### src/rtl/if_id_skid_reg_pkg.sv
// Shared constants and state type for the IF->ID stage register.
package if_id_skid_reg_pkg;

    localparam int          DEF_PC_W      = 64;
    localparam int          DEF_INSTR_W   = 32;
    localparam logic [63:0] DEF_RESET_PC  = 64'h0000_0000_8000_0000;
    localparam logic [31:0] DEF_NOP_INSTR = 32'h0000_0013;  // addi x0,x0,0

    // Encoding is {skid_valid, main_valid}, so each bit is directly a
    // registered status flag: bit0 drives out_valid, ~bit1 drives in_ready.
    typedef enum logic [1:0] {
        ST_EMPTY = 2'b00,
        ST_BUSY  = 2'b01,
        ST_FULL  = 2'b11
    } slice_state_e;

endpackage

### src/rtl/if_id_skid_reg_if.sv
// Valid/ready stream carrying one fetched instruction (pc, instr, time_set).
interface if_id_skid_reg_if
    import if_id_skid_reg_pkg::*;
#(
    parameter int PC_W    = DEF_PC_W,
    parameter int INSTR_W = DEF_INSTR_W
);
    logic               valid;
    logic               ready;
    logic [PC_W-1:0]    pc;
    logic [INSTR_W-1:0] instr;
    logic               time_set;

    // Producer side of the stream.
    modport master (
        output valid,
        output pc,
        output instr,
        output time_set,
        input  ready
    );

    // Consumer side of the stream.
    modport slave (
        input  valid,
        input  pc,
        input  instr,
        input  time_set,
        output ready
    );
endinterface

### src/rtl/if_id_skid_reg.sv
// IF->ID pipeline register with valid/ready handshake, optional skid entry
// and synchronous flush. SKID=1 gives a registered in_ready (two entries);
// SKID=0 is a single entry whose in_ready depends combinationally on out_ready.
module if_id_skid_reg
    import if_id_skid_reg_pkg::*;
#(
    parameter int                 PC_W      = DEF_PC_W,
    parameter int                 INSTR_W   = DEF_INSTR_W,
    parameter logic [PC_W-1:0]    RESET_PC  = PC_W'(DEF_RESET_PC),
    parameter logic [INSTR_W-1:0] NOP_INSTR = INSTR_W'(DEF_NOP_INSTR),
    parameter bit                 SKID      = 1'b1
) (
    input  logic          clk,
    input  logic          rst_n,
    input  logic          flush,
    if_id_skid_reg_if.slave  fetch,
    if_id_skid_reg_if.master decode
);

    localparam int PL_W = PC_W + INSTR_W + 1;
    // Payload layout {time_set, instr, pc}; this is also the idle value after reset/flush.
    localparam logic [PL_W-1:0] RESET_PAYLOAD = {1'b0, NOP_INSTR, RESET_PC};

    logic [PL_W-1:0] in_payload;
    logic [PL_W-1:0] main_q;
    logic            out_valid;
    logic            in_ready;
    logic            in_fire;
    logic            out_fire;

    assign in_payload = {fetch.time_set, fetch.instr, fetch.pc};
    assign in_fire    = fetch.valid & in_ready;
    assign out_fire   = out_valid & decode.ready;

    assign fetch.ready = in_ready;
    assign decode.valid = out_valid;
    assign {decode.time_set, decode.instr, decode.pc} = main_q;

    generate
        if (SKID) begin : g_skid
            slice_state_e    state_reg;
            logic [PL_W-1:0] main_reg;
            logic [PL_W-1:0] skid_reg;

            // Both status outputs come straight from state flops, so there is
            // no combinational path from decode.ready back to fetch.ready.
            assign out_valid = state_reg[0];
            assign in_ready  = ~state_reg[1];
            assign main_q    = main_reg;

            // Slice FSM: main entry feeds decode, skid catches the one extra
            // entry accepted while decode stalls.
            always_ff @(posedge clk or negedge rst_n) begin
                if (!rst_n) begin
                    state_reg <= ST_EMPTY;
                    main_reg  <= RESET_PAYLOAD;
                    skid_reg  <= RESET_PAYLOAD;
                end else if (flush) begin
                    state_reg <= ST_EMPTY;
                    main_reg  <= RESET_PAYLOAD;
                end else begin
                    case (state_reg)
                        ST_EMPTY: begin
                            if (in_fire) begin
                                main_reg  <= in_payload;
                                state_reg <= ST_BUSY;
                            end
                        end
                        ST_BUSY: begin
                            if (in_fire && out_fire) begin
                                main_reg <= in_payload;
                            end else if (in_fire) begin
                                skid_reg  <= in_payload;
                                state_reg <= ST_FULL;
                            end else if (out_fire) begin
                                state_reg <= ST_EMPTY;
                            end
                        end
                        ST_FULL: begin
                            if (out_fire) begin
                                main_reg  <= skid_reg;
                                state_reg <= ST_BUSY;
                            end
                        end
                        default: begin
                            state_reg <= ST_EMPTY;
                        end
                    endcase
                end
            end
        end else begin : g_single
            logic            valid_reg;
            logic [PL_W-1:0] main_reg;

            assign out_valid = valid_reg;
            assign in_ready  = ~valid_reg | decode.ready;
            assign main_q    = main_reg;

            // Single entry: refill on accept (also when draining the same cycle).
            always_ff @(posedge clk or negedge rst_n) begin
                if (!rst_n) begin
                    valid_reg <= 1'b0;
                    main_reg  <= RESET_PAYLOAD;
                end else if (flush) begin
                    valid_reg <= 1'b0;
                    main_reg  <= RESET_PAYLOAD;
                end else if (in_fire) begin
                    valid_reg <= 1'b1;
                    main_reg  <= in_payload;
                end else if (out_fire) begin
                    valid_reg <= 1'b0;
                end
            end
        end
    endgenerate

endmodule
### src/flat_wrapper.sv
// flat-port wrapper written by rule: the top's interface ports become plain ports
module if_id_skid_reg_flat import if_id_skid_reg_pkg::*;
#(
    parameter int                 PC_W      = DEF_PC_W,
    parameter int                 INSTR_W   = DEF_INSTR_W,
    parameter logic [PC_W-1:0]    RESET_PC  = PC_W'(DEF_RESET_PC),
    parameter logic [INSTR_W-1:0] NOP_INSTR = INSTR_W'(DEF_NOP_INSTR),
    parameter bit                 SKID      = 1'b1
)
  (clk, rst_n, flush, fetch_valid, fetch_pc, fetch_instr, fetch_time_set, fetch_ready, decode_valid, decode_pc, decode_instr, decode_time_set, decode_ready);
  if_id_skid_reg_if #(.PC_W(PC_W), .INSTR_W(INSTR_W)) fetch_i ();
  if_id_skid_reg_if #(.PC_W(PC_W), .INSTR_W(INSTR_W)) decode_i ();
  input  logic clk;
  input  logic rst_n;
  input  logic flush;
  input wire logic [$bits(fetch_i.valid)-1:0] fetch_valid;
  input wire logic [$bits(fetch_i.pc)-1:0] fetch_pc;
  input wire logic [$bits(fetch_i.instr)-1:0] fetch_instr;
  input wire logic [$bits(fetch_i.time_set)-1:0] fetch_time_set;
  output wire logic [$bits(fetch_i.ready)-1:0] fetch_ready;
  output wire logic [$bits(decode_i.valid)-1:0] decode_valid;
  output wire logic [$bits(decode_i.pc)-1:0] decode_pc;
  output wire logic [$bits(decode_i.instr)-1:0] decode_instr;
  output wire logic [$bits(decode_i.time_set)-1:0] decode_time_set;
  input wire logic [$bits(decode_i.ready)-1:0] decode_ready;
  assign fetch_i.valid = fetch_valid;
  assign fetch_i.pc = fetch_pc;
  assign fetch_i.instr = fetch_instr;
  assign fetch_i.time_set = fetch_time_set;
  assign fetch_ready = fetch_i.ready;
  assign decode_valid = decode_i.valid;
  assign decode_pc = decode_i.pc;
  assign decode_instr = decode_i.instr;
  assign decode_time_set = decode_i.time_set;
  assign decode_i.ready = decode_ready;
  if_id_skid_reg #(.PC_W(PC_W), .INSTR_W(INSTR_W), .RESET_PC(RESET_PC), .NOP_INSTR(NOP_INSTR), .SKID(SKID)) u_core (.clk(clk), .rst_n(rst_n), .flush(flush), .fetch(fetch_i), .decode(decode_i));
endmodule
### config.mk
export PLATFORM = sky130hd
export DESIGN_NAME = if_id_skid_reg_flat
export DESIGN_NICKNAME = d
export VERILOG_FILES = /design/src/rtl/if_id_skid_reg_pkg.sv /design/src/rtl/if_id_skid_reg_if.sv /design/src/rtl/if_id_skid_reg.sv /design/src/flat_wrapper.sv
export SDC_FILE = /design/constraint.sdc
export NUM_CORES = 1
export LEC_CHECK = 0
export BUFFER_PORTS_ARGS = -buffer_cell sky130_fd_sc_hd__buf_2
export CAP_MARGIN = 20
export CORE_UTILIZATION = 30
export CTS_CLUSTER_SIZE = 25
export DETAILED_ROUTE_END_ITERATION = 6
export PLACE_DENSITY_LB_ADDON = 0.08
export SLEW_MARGIN = 20
export SYNTH_ARGS = -nofsm -noshare
export SYNTH_HDL_FRONTEND = slang
export SYNTH_SLANG_ARGS = --single-unit
### constraint.sdc
create_clock -name clk -period 2.7 [get_ports clk]
set_input_delay 0.54 -clock clk [delete_from_list [all_inputs] [get_ports clk]]
set_output_delay 0.54 -clock clk [all_outputs]
set_load 0.005 [all_outputs]
# Yosys cells after proc, flatten, opt, wreduce, memory -nomap -nowiden
# Cells that the tools add are included.
# totals
regBits	196
input_bits	102
output_inout_bits	99
elab_cells	33
# classes
eq_ne	7
muxes	12
bitwise_logic	5
reduce_logical	6
# op_table
cell	n
97-bit two-way mux	4
97-bit one-hot mux with 3 select lines	1
2-bit two-way mux	6
4-bit AND reduction	3
3-bit by 2-bit inequality test with 1-bit output, second input constant	3
2-bit one-hot mux with 3 select lines	1
4-bit by 2-bit inequality test with 1-bit output, second input constant	1
4-bit nonzero test	1
3-bit inequality test, second input constant	1
1-bit NOT	3
1-bit bitwise AND	2
2-bit by 1-bit == test with 1-bit output, second input constant	1
2-bit == test, second input constant	1
2-bit zero test	1
1-bit logical AND	1

# Logic depth before layout (Yosys ltp)
# logic_depth
ltp_word	6
depth_mapped	9
ltp_nobuf	6

# Worst setup path before layout
# Ideal clock, no wire load.
# synth_path
path_kind	register -> register
from	reg u_core.g_skid.state_reg[0]
to	reg u_core.g_skid.main_reg[92]
setup_ns	0.124
t_arrival_ns	2.003
t_required_ns	2.576
path_slack_ns	0.573
stages_incl_launch_ff	10
path_buffers	3
period_less_slack_ns	2.127
cell_sequence	dfrtp_1 > inv_1 > ha_1 > or3b_4 > a21bo_1 > buf_4 > buf_6 > buf_6 > nor4_1 > a211o_1
# synth_via
elab_chain_len	4
word_cells_on_any_way	12
cone_classes	5 x eq/ne; 2 x mux; 1 x bitwise; 4 x reduce/logical
# synth_rtl
item	line	text
start, declared	if_id_skid_reg.sv:41	slice_state_e state_reg;
start signal, assigned	if_id_skid_reg.sv:55	state_reg <= ST_EMPTY;
start signal, assigned	if_id_skid_reg.sv:59	state_reg <= ST_EMPTY;
start signal, assigned	if_id_skid_reg.sv:66	state_reg <= ST_BUSY;
1-bit bitwise AND	if_id_skid_reg.sv:33	assign out_fire = out_valid & decode.ready;
1-bit logical AND	if_id_skid_reg.sv:70	if (in_fire && out_fire) begin
3-bit by 2-bit inequality test with 1-bit output (no line)	-	
4-bit AND reduction (no line)	-	
end signal, assigned	if_id_skid_reg.sv:65	main_reg <= in_payload;
end signal, assigned	if_id_skid_reg.sv:71	main_reg <= in_payload;
end signal, assigned	if_id_skid_reg.sv:81	main_reg <= skid_reg;
end, declared	if_id_skid_reg.sv:42	logic [PL_W-1:0] main_reg;
# Several ways; a longest one is shown, not always the timed one.
# A chain may end at the register's enable or synchronous reset.

# Worst setup path after layout
# layout_path
from	reg u_core.g_skid.state_reg[0]
to	reg u_core.g_skid.main_reg[95]
# The elaborated chain is that of the path after synthesis.

==> impl_metrics.toml <==
[placement]
io_buffer_count = 200
dpl.hpwl_mm = 16.0
place.gp.congestion = 0.681

[power_and_ir_drop]
power.total_mw = 12.9
pwr-share-comb_pct = 38.9
switching_share_pct = 35.3
leakage_nw = 5.53
pwr-share-seq_pct = 40.9
power_density_nw_per_um2 = 1090
p_int_mw = 8.37
peakVddDrop_uv = 589
p_clk_share_pct = 20.2
p_switching_mw = 4.57

[global_routing]
antenna_found_initial = 3
grt_pass1_vias = 7161
gr-total-overflow = 0
grt_usage_pct = 16.6
grt_max_degree = 150
grt_pass1_wl_mm = 42.5

[floorplanning]
io_pins = 201
die_w_um = 182
core-area_um2 = 31800
initial_core_util_pct = 30.7
die-area_um2 = 33300
row_count = 65
die_h_um = 182

[clock_tree]
cts.path.max_buffers = 2
clkLatencyLatePin_ns = 0.44
holdBufCountCts = 0
cts_sinks = 196
cts_buffers = 17
postCtsResizedCells = 0
htreeDepth = 4
cts_root_buffer = "clkbuf_16"
post_cts_buffers = 0
cts_tree = "built"
clk_pin_slew_ns = 0.07

[synth]
ys_ff_latch = 196
synth_fp_nets = 905
ys_seq_area_share_pct = 50.3
yosysTopAreaCell = "dfrtp_1"
yosysWarnings = 0
synth_top_area_share_pct = 48.2
syn-instance-count = 799
synth_cell_types = 31
synthTopCellsByArea = "dfrtp_1 48%, mux2_2 12%, mux2i_1 9.5%"
synth_area_um2 = 9760
syn_area_per_cell_um2 = 12.2

[route]
vias = 7111
route.detailed.drc = 0
drtAntennaViolNets = 0
viasPerCell = 5.06
detail_route.iter0.violations = 350
wirelength_mm = 27.0
drt-pass1-iter-count = 4
wl_per_cell_um = 19.2

[layout]
nets = 1061
syn_to_final_growth_pct = 21.4
seq_area_um2 = 4910
fillerInstances = 3159
multi_input_area_um2 = 4460
drive_gt1_share_pct = 37.8

[setup_path]
r2r_cells = 7
criticalPathCategory = "register to register"
crit_path_start_kind = "register"
critPathLaunch = "u_core.g_skid.state_reg[0]"
crit_fanout = 18
crit_arrival_ns = 2.86
r2r-start = "u_core.g_skid.state_reg[0]"
crit_required_ns = 3.02
cp-end-kind = "register"

[sta]
timing.hold.ws_ns = 0.0876
rsz0062_at_grt = "false"
min_period_ns = 2.54
relSlewSlack_pct = 46.3
finalCritPeriodShare_pct = 94.1
setup_viol = 0
hold_viol = 0
fin_skew_ns = 0.0134
setup_tns_ns = 0
max_freq_mhz = 394
slew_violations = 0
tightestPinTransition_ns = 0.805

[run_status]
status = "completed"

[worst_hold_path]
hold_class = "primary input to async pin"

[run]
maxCapViolCount = 0
[through the flow]
stage                     util (%)  setup WS, ns  cell area [um^2]  instances
after floorplan                  -         0.573              9760        799
after global placement        35.4         0.173             11300       1371
after detailed placement      35.4         0.142             11300       1371
after CTS                     37.3         0.136             11900       1403
after global routing          37.3       0.00639             11900       1404
final                         37.3         0.159             11900       1405
[synthesized netlist by cell type (all sizes together)]
library cell / count
inv: 3
nor4: 97
a22oi: 1
a31oi: 1
nor3: 9
nand3: 1
a211oi: 1
mux2: 101
buf: 47
dfrtp: 188
nor2: 1
dfstp: 8
or3b: 1
nor3b: 93
nand2: 4
nand4: 1
ha: 4
nand2b: 1
or3: 1
clkbuf: 40
nand4b: 1
a21oi: 5
a211o: 93
mux2i: 93
a22o: 1
a311oi: 1
a21bo: 1
nor2b: 1
[cell usage in the layout (no fill, tap or decap), drive strengths merged]
cell type,n
nand2,4
nor3,9
nand2b,1
a21oi,5
a211o,93
nand4b,1
nor2,1
or3,1
mux2,101
ha,4
diode,2
bufinv,2
mux2i,93
a31oi,1
a21bo,1
nor3b,93
nand4,1
nand3,1
a211oi,1
inv,3
or3b,1
a22oi,1
dfstp,8
nor2b,1
clkinvlp,5
a311oi,1
buf,223
clkbuf,26
dfrtp,188
nor4,97
a22o,1
[metal layers]
metal	track usage [%]	up-vias	wire length, um
met1	22.8	3576	13300
met5	0	-	10
met4	3.63	2	185
met3	5.01	12	1430
li1	-	3373	-
met2	25.5	148	12100
[cell type report]
class | instances | share of cell area (%)
Inverter | 3 | 0.0950
Sequential cell | 196 | 41.5
Timing Repair Buffer | 224 | 11.3
Clock buffer | 25 | 4.09
Clock inverter | 7 | 0.823
Antenna cell | 2 | 0.0422
Tap cell | 435 | 4.59
Multi-Input combinational cell | 513 | 37.6
[cell families (layout without fill, tap and decap cells)]
logic type,Yosys count,after routing,share of synthesized area (%)
adders and majority gates,4,4,0.513
other,0,2,0
AOI/OAI and AO/OA,104,104,9.10
DFF,196,196,50.3
and+or+nand+nor,211,211,14.5
muxes,194,194,21.2
buffers and inverters,90,259,4.34
[critical path, cell delays in order (launching register included)]
cell and delay (ns):
dfrtp_1 0.53, inv_1 0.11, ha_1 0.30, or3b_4 0.41
a21bo_4 0.41, buf_4 0.30, nor4_1 0.07, a211o_1 0.28
[power by group through the flow]
stage | Sequential, mW | Combinational [mW] | Clock, mW
global route | 5.50 | 5.55 | 2.84
global placement | 5.31 | 5.12 | 0
CTS | 5.29 | 5.16 | 2.73
floorplan | 5.25 | 3.18 | 0
detailed placement | 5.35 | 5.15 | 0
finish | 5.29 | 5.04 | 2.61
[path summary, 6_finish.rpt]
check                                             end  slack, ns
setup / recovery           u_core.g_skid.main_reg[95]       0.16
hold / removal             u_core.g_skid.skid_reg[38]       0.09
setup reg to reg           u_core.g_skid.main_reg[95]       0.16
hold reg to reg            u_core.g_skid.main_reg[50]       0.50
max in group asynchronous  u_core.g_skid.skid_reg[31]       1.86
min in group clk           u_core.g_skid.skid_reg[73]       0.34
(Power assumes the default switching activity.)
